[src/rtl/convolutor_pkg.sv]
`default_nettype none
// ============================================================================
//  Module   : convolutor_pkg
//  Purpose  : Shared types and sizing helpers for the convolution address
//             sequencer and its comparators.
//  Contents : seq_state_t       - sequencer state encoding
//             DEFAULT_ADDR_WIDTH - default X/Y memory address width
//             IDX_GUARD_BITS     - extra index bits so that i-NY+1 and
//                                  NX+NY-2 never overflow
//             idx_width()        - internal i/k width for an address width
//             max_size()         - largest legal operand length
//  Revision : 1.0 - initial release
// ============================================================================
package convolutor_pkg;

   localparam int DEFAULT_ADDR_WIDTH = 5;
   localparam int IDX_GUARD_BITS     = 2;

   typedef enum logic [1:0] {
      IDLE  = 2'd0,
      SETUP = 2'd1,
      RUN   = 2'd2,
      DONE  = 2'd3
   } seq_state_t;

   function automatic int idx_width(input int addr_width);
      return addr_width + IDX_GUARD_BITS;
   endfunction

   function automatic int max_size(input int addr_width);
      return 1 << addr_width;
   endfunction

endpackage : convolutor_pkg
`default_nettype wire

[src/rtl/convolutor_std_comparator_p.sv]
`default_nettype none
// ============================================================================
//  Module   : convolutor_std_comparator_p
//  Purpose  : Parameterised unsigned comparator, purely combinational.
//  Params   : WIDTH - operand width
//             TYPE  - 0: a == b   1: a != b   2: a < b
//                     3: a <= b   4: a > b    5: a >= b
//  Ports    : a  in  WIDTH  left operand
//             b  in  WIDTH  right operand
//             y  out 1      comparison result
//  Revision : 1.0 - initial release
// ============================================================================
module convolutor_std_comparator_p #(
   parameter int WIDTH = 8,
   parameter int TYPE  = 0
) (
   input  logic [WIDTH-1:0] a,
   input  logic [WIDTH-1:0] b,
   output logic             y
);

   generate
      if (TYPE == 0) begin : g_eq
         assign y = (a == b);
      end else if (TYPE == 1) begin : g_ne
         assign y = (a != b);
      end else if (TYPE == 2) begin : g_lt
         assign y = (a < b);
      end else if (TYPE == 3) begin : g_le
         assign y = (a <= b);
      end else if (TYPE == 4) begin : g_gt
         assign y = (a > b);
      end else begin : g_ge
         assign y = (a >= b);
      end
   endgenerate

endmodule : convolutor_std_comparator_p
`default_nettype wire

[src/rtl/convolutor_addr_sequencer.sv]
`default_nettype none
// ============================================================================
//  Module   : convolutor_addr_sequencer
//  Purpose  : Walks the full linear convolution Z = X * Y and emits one
//             (X addr, Y addr, Z addr) term per accepted handshake, with
//             first/last markers for the downstream accumulator.
//  Ports    : clk_i        in   1             clock, rising edge
//             rst_i        in   1             synchronous reset, active high
//             start_i      in   1             begin a run (sampled in IDLE)
//             size_x_i     in   ADDR_WIDTH+1  NX
//             size_y_i     in   ADDR_WIDTH+1  NY
//             busy_o       out  1             not IDLE
//             done_o       out  1             one-cycle end-of-run pulse
//             error_o      out  1             sticky size error
//             term_valid_o out  1             term available
//             term_ready_i in   1             downstream accepts the term
//             addr_x_o     out  ADDR_WIDTH    k
//             addr_y_o     out  ADDR_WIDTH    i-k
//             addr_z_o     out  ADDR_WIDTH+1  i
//             first_o      out  1             first term of Z[i]
//             last_o       out  1             last term of Z[i]
//  Revision : 1.0 - initial release
// ============================================================================
module convolutor_addr_sequencer
   import convolutor_pkg::*;
#(
   parameter int ADDR_WIDTH = DEFAULT_ADDR_WIDTH
) (
   input  logic                  clk_i,
   input  logic                  rst_i,
   input  logic                  start_i,
   input  logic [ADDR_WIDTH:0]   size_x_i,
   input  logic [ADDR_WIDTH:0]   size_y_i,
   output logic                  busy_o,
   output logic                  done_o,
   output logic                  error_o,
   output logic                  term_valid_o,
   input  logic                  term_ready_i,
   output logic [ADDR_WIDTH-1:0] addr_x_o,
   output logic [ADDR_WIDTH-1:0] addr_y_o,
   output logic [ADDR_WIDTH:0]   addr_z_o,
   output logic                  first_o,
   output logic                  last_o
);

   localparam int                IDX_W    = idx_width(ADDR_WIDTH);
   localparam logic [ADDR_WIDTH:0] MAX_SIZE = (ADDR_WIDTH+1)'(max_size(ADDR_WIDTH));

   seq_state_t       state;
   logic [ADDR_WIDTH:0] nx;
   logic [ADDR_WIDTH:0] ny;
   logic [IDX_W-1:0] i;
   logic [IDX_W-1:0] k;
   logic [IDX_W-1:0] k_end;

   logic [IDX_W-1:0] nx_ext;
   logic [IDX_W-1:0] ny_ext;
   logic [IDX_W-1:0] last_i;
   logic [IDX_W-1:0] k_start_calc;
   logic [IDX_W-1:0] k_end_calc;
   logic [IDX_W-1:0] k_next;
   logic [IDX_W-1:0] k_end_next;
   logic             i_lt_nx;
   logic             i_lt_ny;
   logic             i_is_last;
   logic             next_is_last;
   logic             sizes_bad;

   assign nx_ext = IDX_W'(nx);
   assign ny_ext = IDX_W'(ny);
   assign last_i = nx_ext + ny_ext - IDX_W'(2);

   assign sizes_bad = (size_x_i == '0) || (size_x_i > MAX_SIZE) ||
                      (size_y_i == '0) || (size_y_i > MAX_SIZE);

   // k_next / k_end_next describe the term that will be presented next:
   // in SETUP the first term of Z[i], in RUN the successor of the current
   // term. Comparing them up front lets last_o be a plain register, and the
   // RUN state uses that registered flag as its k == k_end decision.
   always_comb begin
      k_start_calc = i_lt_ny ? '0 : (i - ny_ext + IDX_W'(1));
      k_end_calc   = i_lt_nx ? i  : (nx_ext - IDX_W'(1));
      k_next       = k_start_calc;
      k_end_next   = k_end_calc;
      if (state == RUN) begin
         k_next     = k + IDX_W'(1);
         k_end_next = k_end;
      end
   end

   convolutor_std_comparator_p #(.WIDTH(IDX_W), .TYPE(0)) u_cmp_k_last (
      .a (k_next),
      .b (k_end_next),
      .y (next_is_last)
   );

   convolutor_std_comparator_p #(.WIDTH(IDX_W), .TYPE(0)) u_cmp_i_last (
      .a (i),
      .b (last_i),
      .y (i_is_last)
   );

   convolutor_std_comparator_p #(.WIDTH(IDX_W), .TYPE(2)) u_cmp_i_lt_nx (
      .a (i),
      .b (nx_ext),
      .y (i_lt_nx)
   );

   convolutor_std_comparator_p #(.WIDTH(IDX_W), .TYPE(2)) u_cmp_i_lt_ny (
      .a (i),
      .b (ny_ext),
      .y (i_lt_ny)
   );

   always_ff @(posedge clk_i) begin
      if (rst_i) begin
         state        <= IDLE;
         nx           <= '0;
         ny           <= '0;
         i            <= '0;
         k            <= '0;
         k_end        <= '0;
         busy_o       <= 1'b0;
         done_o       <= 1'b0;
         error_o      <= 1'b0;
         term_valid_o <= 1'b0;
         addr_x_o     <= '0;
         addr_y_o     <= '0;
         addr_z_o     <= '0;
         first_o      <= 1'b0;
         last_o       <= 1'b0;
      end else begin
         case (state)
            IDLE: begin
               if (start_i) begin
                  nx      <= size_x_i;
                  ny      <= size_y_i;
                  i       <= '0;
                  k       <= '0;
                  k_end   <= '0;
                  busy_o  <= 1'b1;
                  error_o <= sizes_bad;
                  if (sizes_bad) begin
                     done_o <= 1'b1;
                     state  <= DONE;
                  end else begin
                     state  <= SETUP;
                  end
               end
            end

            SETUP: begin
               k            <= k_next;
               k_end        <= k_end_next;
               term_valid_o <= 1'b1;
               addr_x_o     <= ADDR_WIDTH'(k_next);
               addr_y_o     <= ADDR_WIDTH'(i - k_next);
               addr_z_o     <= (ADDR_WIDTH+1)'(i);
               first_o      <= 1'b1;
               last_o       <= next_is_last;
               state        <= RUN;
            end

            RUN: begin
               if (term_ready_i) begin
                  if (!last_o) begin
                     k        <= k_next;
                     addr_x_o <= ADDR_WIDTH'(k_next);
                     addr_y_o <= ADDR_WIDTH'(i - k_next);
                     first_o  <= 1'b0;
                     last_o   <= next_is_last;
                  end else begin
                     // Final term of Z[i] accepted: drop the term outputs
                     // and either finish or move on to the next sample.
                     term_valid_o <= 1'b0;
                     addr_x_o     <= '0;
                     addr_y_o     <= '0;
                     addr_z_o     <= '0;
                     first_o      <= 1'b0;
                     last_o       <= 1'b0;
                     if (i_is_last) begin
                        done_o <= 1'b1;
                        state  <= DONE;
                     end else begin
                        i      <= i + IDX_W'(1);
                        state  <= SETUP;
                     end
                  end
               end
            end

            DONE: begin
               done_o <= 1'b0;
               busy_o <= 1'b0;
               state  <= IDLE;
            end

            default: begin
               state <= IDLE;
            end
         endcase
      end
   end

endmodule : convolutor_addr_sequencer
`default_nettype wire
[config.mk]
export PLATFORM = sky130hd
export DESIGN_NAME = convolutor_addr_sequencer
export DESIGN_NICKNAME = d
export VERILOG_FILES = /design/src/rtl/convolutor_pkg.sv /design/src/rtl/convolutor_std_comparator_p.sv /design/src/rtl/convolutor_addr_sequencer.sv
export SDC_FILE = /design/constraint.sdc
export NUM_CORES = 1
export LEC_CHECK = 0
export ABC_CLOCK_PERIOD_IN_PS = 8500
export CAP_MARGIN = 5
export CORE_MARGIN = 2
export CORE_UTILIZATION = 63
export DETAILED_ROUTE_END_ITERATION = 10
export HOLD_SLACK_MARGIN = 0.15
export PLACE_DENSITY_LB_ADDON = 0.12
export SLEW_MARGIN = 25
export SYNTH_ARGS = -nofsm -noshare
export SYNTH_HDL_FRONTEND = slang
export SYNTH_HIERARCHICAL = 1
export SYNTH_SLANG_ARGS = --single-unit
[constraint.sdc]
create_clock -name clk_i -period 8.5 [get_ports clk_i]
set_input_delay 1.7 -clock clk_i [delete_from_list [all_inputs] [get_ports clk_i]]
set_output_delay 1.7 -clock clk_i [all_outputs]
set_load 0.05 [all_outputs]
==> results.toml <==
[hold_path]
min-delay-start = "done_o"
hold_path.class = "reg -> reg"
hold_path_depth = 2
hold_end = "done_o"

[power]
leakage_nw = 1.81
p_per_area_mw_per_mm2 = 298
vdd_drop_max_mv = 0.271

[grt]
grt_pass1_wl_mm = 16.0
grt_pass1_vias = 3415
grt_overflow = 0
grt_max_degree = 53
grt_usage = 0.284
antenna_found_initial = 0

[flow_run]
drv_cap = 0

[placed_design]
dp_hpwl_mm = 7.11
place_inst = 593
io_buffers = 37
gp_congestion = 0.955

[floorplanning]
die_area_sq_mm = 0.00694
io_pins = 38
fp.dieW_microns = 83.3
coreArea_sq_mm = 0.00599
rows = 28
initial_core_util = 0.661
die_h_microns = 83.3

[worst_setup_path]
path_common_cell = "a21oi_1"
path_delay_family = "compound AO/OA/AOI/OAI gates"
r2r-end = "i[6]"
cp_max_fo = 6
slowest_delay_ns = 0.47
path_class = "reg -> reg"
rr_worst_depth = 16
reg2reg_from = "nx[2]"
crit_path_top_delay_cell = "a211oi_2"
crit_chain = "inv_1, ha_1, inv_1, ha_1, a21o_1, a21oi_1, o21bai_1, a21oi_1, xnor2_1, xor2_1, nor4_2, nand3b_1, a211oi_2, nand4_1, or3_1, a21oi_1"
cp-end-kind = "flip-flop"
reg2reg_setup_slack_ns = 4.61
critPathBufInv = 2
arrival_ns = 4.14
crit_required_ns = 8.76
startpoint_type = "flip-flop"

[cts]
post_cts_buffers = 0
cts_resized = 0
cts_tree = "done"
clockBufferDepth = 2
root_buffer = "clkbuf_8"
insertion_delay_ns = 0.34
h-tree-depth = 3
hold_buffers = 0
clkTransAtPathRegs_ns = 0.06
cts_made_buffers = 9
numClockSinks = 57

[sta]
tightest_slew_ns = 0.977
worst_hold_slack_ns = 0.471
max_freq_mhz = 257
clock_skew_ns = 0.0130
min_period_ns = 3.89
fin_setup_tns_ns = 0
maxSlewViolCount = 0
setup-violations-final = 0
hold_viol_final = 0
rsz0062_at_grt = "no"
slew_headroom = 0.349
min_period_over_period = 0.457

[routing]
vias = 3675
drtPass1Iterations = 6
wl_mm = 9.57
wl_per_cell_microns = 15.7
drc = 0
vias_per_cell = 6.03
ant_nets = 0
drt-initial-drc-count = 241

[final_layout]
final_layout_size_suffix_gt1_frac = 0.0581
diodes = 0
final_cell_mix = "inv_1, dfxtp_1, nand2_1"
final_cell_count_no_fill = 609
nets = 593
area_growth_pct = 14.5
fin_util = 0.757

[yosys]
synthTopCellsByArea = "dfxtp_1, ha_1, inv_1"
synth_top_cell_by_area = "dfxtp_1"
syn_area_per_cell_sq_um = 7.96
ys_warn_count = 6
syn-instance-count = 498
ys.flop_type = "dfxtp_1"
synth.yosys.seq_area_share = 0.288
netlist_area_sq_mm = 0.00396
async_flop_share = 0
synth_edf_count = 0
synth-seq-cells = 57
ys_types = 59
yosysTopAreaCellShare = 0.288

[outcome]
outcome = "completed"
## tightest hold or removal path, cell delays in order, from the launching register on
cell and delay, ns:
dfxtp_1 0.31, inv_1 0.06, a221oi_2 0.05
## routing by layer
layer | wire (microns) | vias to the layer above | track usage
li1 | - | 1784 | -
met1 | 4370 | 1723 | 0.384
met2 | 4470 | 151 | 0.459
met3 | 562 | 17 | 0.0507
met4 | 171 | 0 | 0.0894
met5 | 0 | - | 0
## through the flow
step / setup WS (ns) / power [mW] / cell area [sq um]
after floorplan: 5.17 / 0.937 / 3970
after global placement: 4.70 / 1.10 / 4360
after detailed placement: 4.62 / 1.12 / 4360
after CTS: 4.69 / 1.34 / 4530
after global routing: 4.38 / 1.45 / 4540
final: 4.61 / 1.35 / 4540
## synth_stat cells, types with 2 or more instances
| cell | instances |
|---|---|
| and2_1 | 2 |
| a221oi_1 | 3 |
| a211oi_1 | 4 |
| or3_1 | 9 |
| nor2b_1 | 7 |
| a211o_1 | 4 |
| mux2i_1 | 4 |
| or4_4 | 2 |
| a21o_1 | 3 |
| nand4_1 | 6 |
| nand3_1 | 10 |
| xnor2_1 | 19 |
| a21oi_1 | 39 |
| o21a_1 | 2 |
| nor3_1 | 5 |
| o211ai_1 | 2 |
| a31oi_1 | 2 |
| nor2_1 | 44 |
| buf_1 | 2 |
| nor3b_1 | 3 |
| o21ai_1 | 9 |
| nor4_2 | 3 |
| nand2_1 | 54 |
| o21ai_0 | 13 |
| nand2b_1 | 4 |
| a22oi_1 | 22 |
| a21oi_2 | 2 |
| inv_1 | 57 |
| ha_1 | 45 |
| clkbuf_1 | 16 |
| and2_0 | 2 |
| xor2_1 | 14 |
| fa_1 | 3 |
| dfxtp_1 | 57 |
## sequential cells by signal, summed over array words and instances (netlist names)
register	count
term_valid_o	1
i	7
last_o	1
ny	6
done_o	1
addr_x_o	5
k	7
state	2
error_o	1
addr_y_o	5
k_end	7
addr_z_o	6
nx	6
first_o	1
busy_o	1
## power by group
| part | internal, mW | leakage (nW) | switching [mW] |
|---|---|---|---|
| logic | 0.291 | 1.26 | 0.489 |
| registers | 0.311 | 0.463 | 0.0392 |
| clock network | 0.113 | 0.0891 | 0.110 |
## cell families (layout without fill, tap and decap cells)
logic type / after synthesis / in the layout / share of synthesized area
and+or+nand+nor: 158 / 158 / 0.193
AOI/OAI and AO/OA: 119 / 119 / 0.202
buffers and inverters: 77 / 112 / 0.0733
DFF: 57 / 57 / 0.288
adders and majority gates: 48 / 48 / 0.157
xor gates and xnor gates: 33 / 33 / 0.0729
muxes: 5 / 5 / 0.0129
other: 1 / 2 / 0.000946
## layout make-up
type	count	area (sq um)
clock inverters	5	31.3
well taps	75	93.8
fillers	455	1450
multi-input cells	365	2540
clock buffers	11	141
repair buffers	38	373
flip-flops and latches	57	1140
inverters	58	218
## worst max-delay path by stage
| stage | from | end | slack (ns) | cells past startpoint |
|---|---|---|---|---|
| 6_report | nx[2] | i[6] | 4.61 | 16 |
| 5_1_grt | nx[2] | i[6] | 4.38 | 16 |
| 4_1_cts | nx[2] | i[6] | 4.69 | 16 |
| 3_5_place_dp | term_ready_i | addr_y_o[3] | 4.62 | 5 |
| 3_3_place_gp | term_ready_i | addr_y_o[3] | 4.70 | 5 |
| 2_1_floorplan | i[1] | addr_y_o[4] | 5.17 | 15 |
Note: power is estimated with default switching activity, not from simulation.
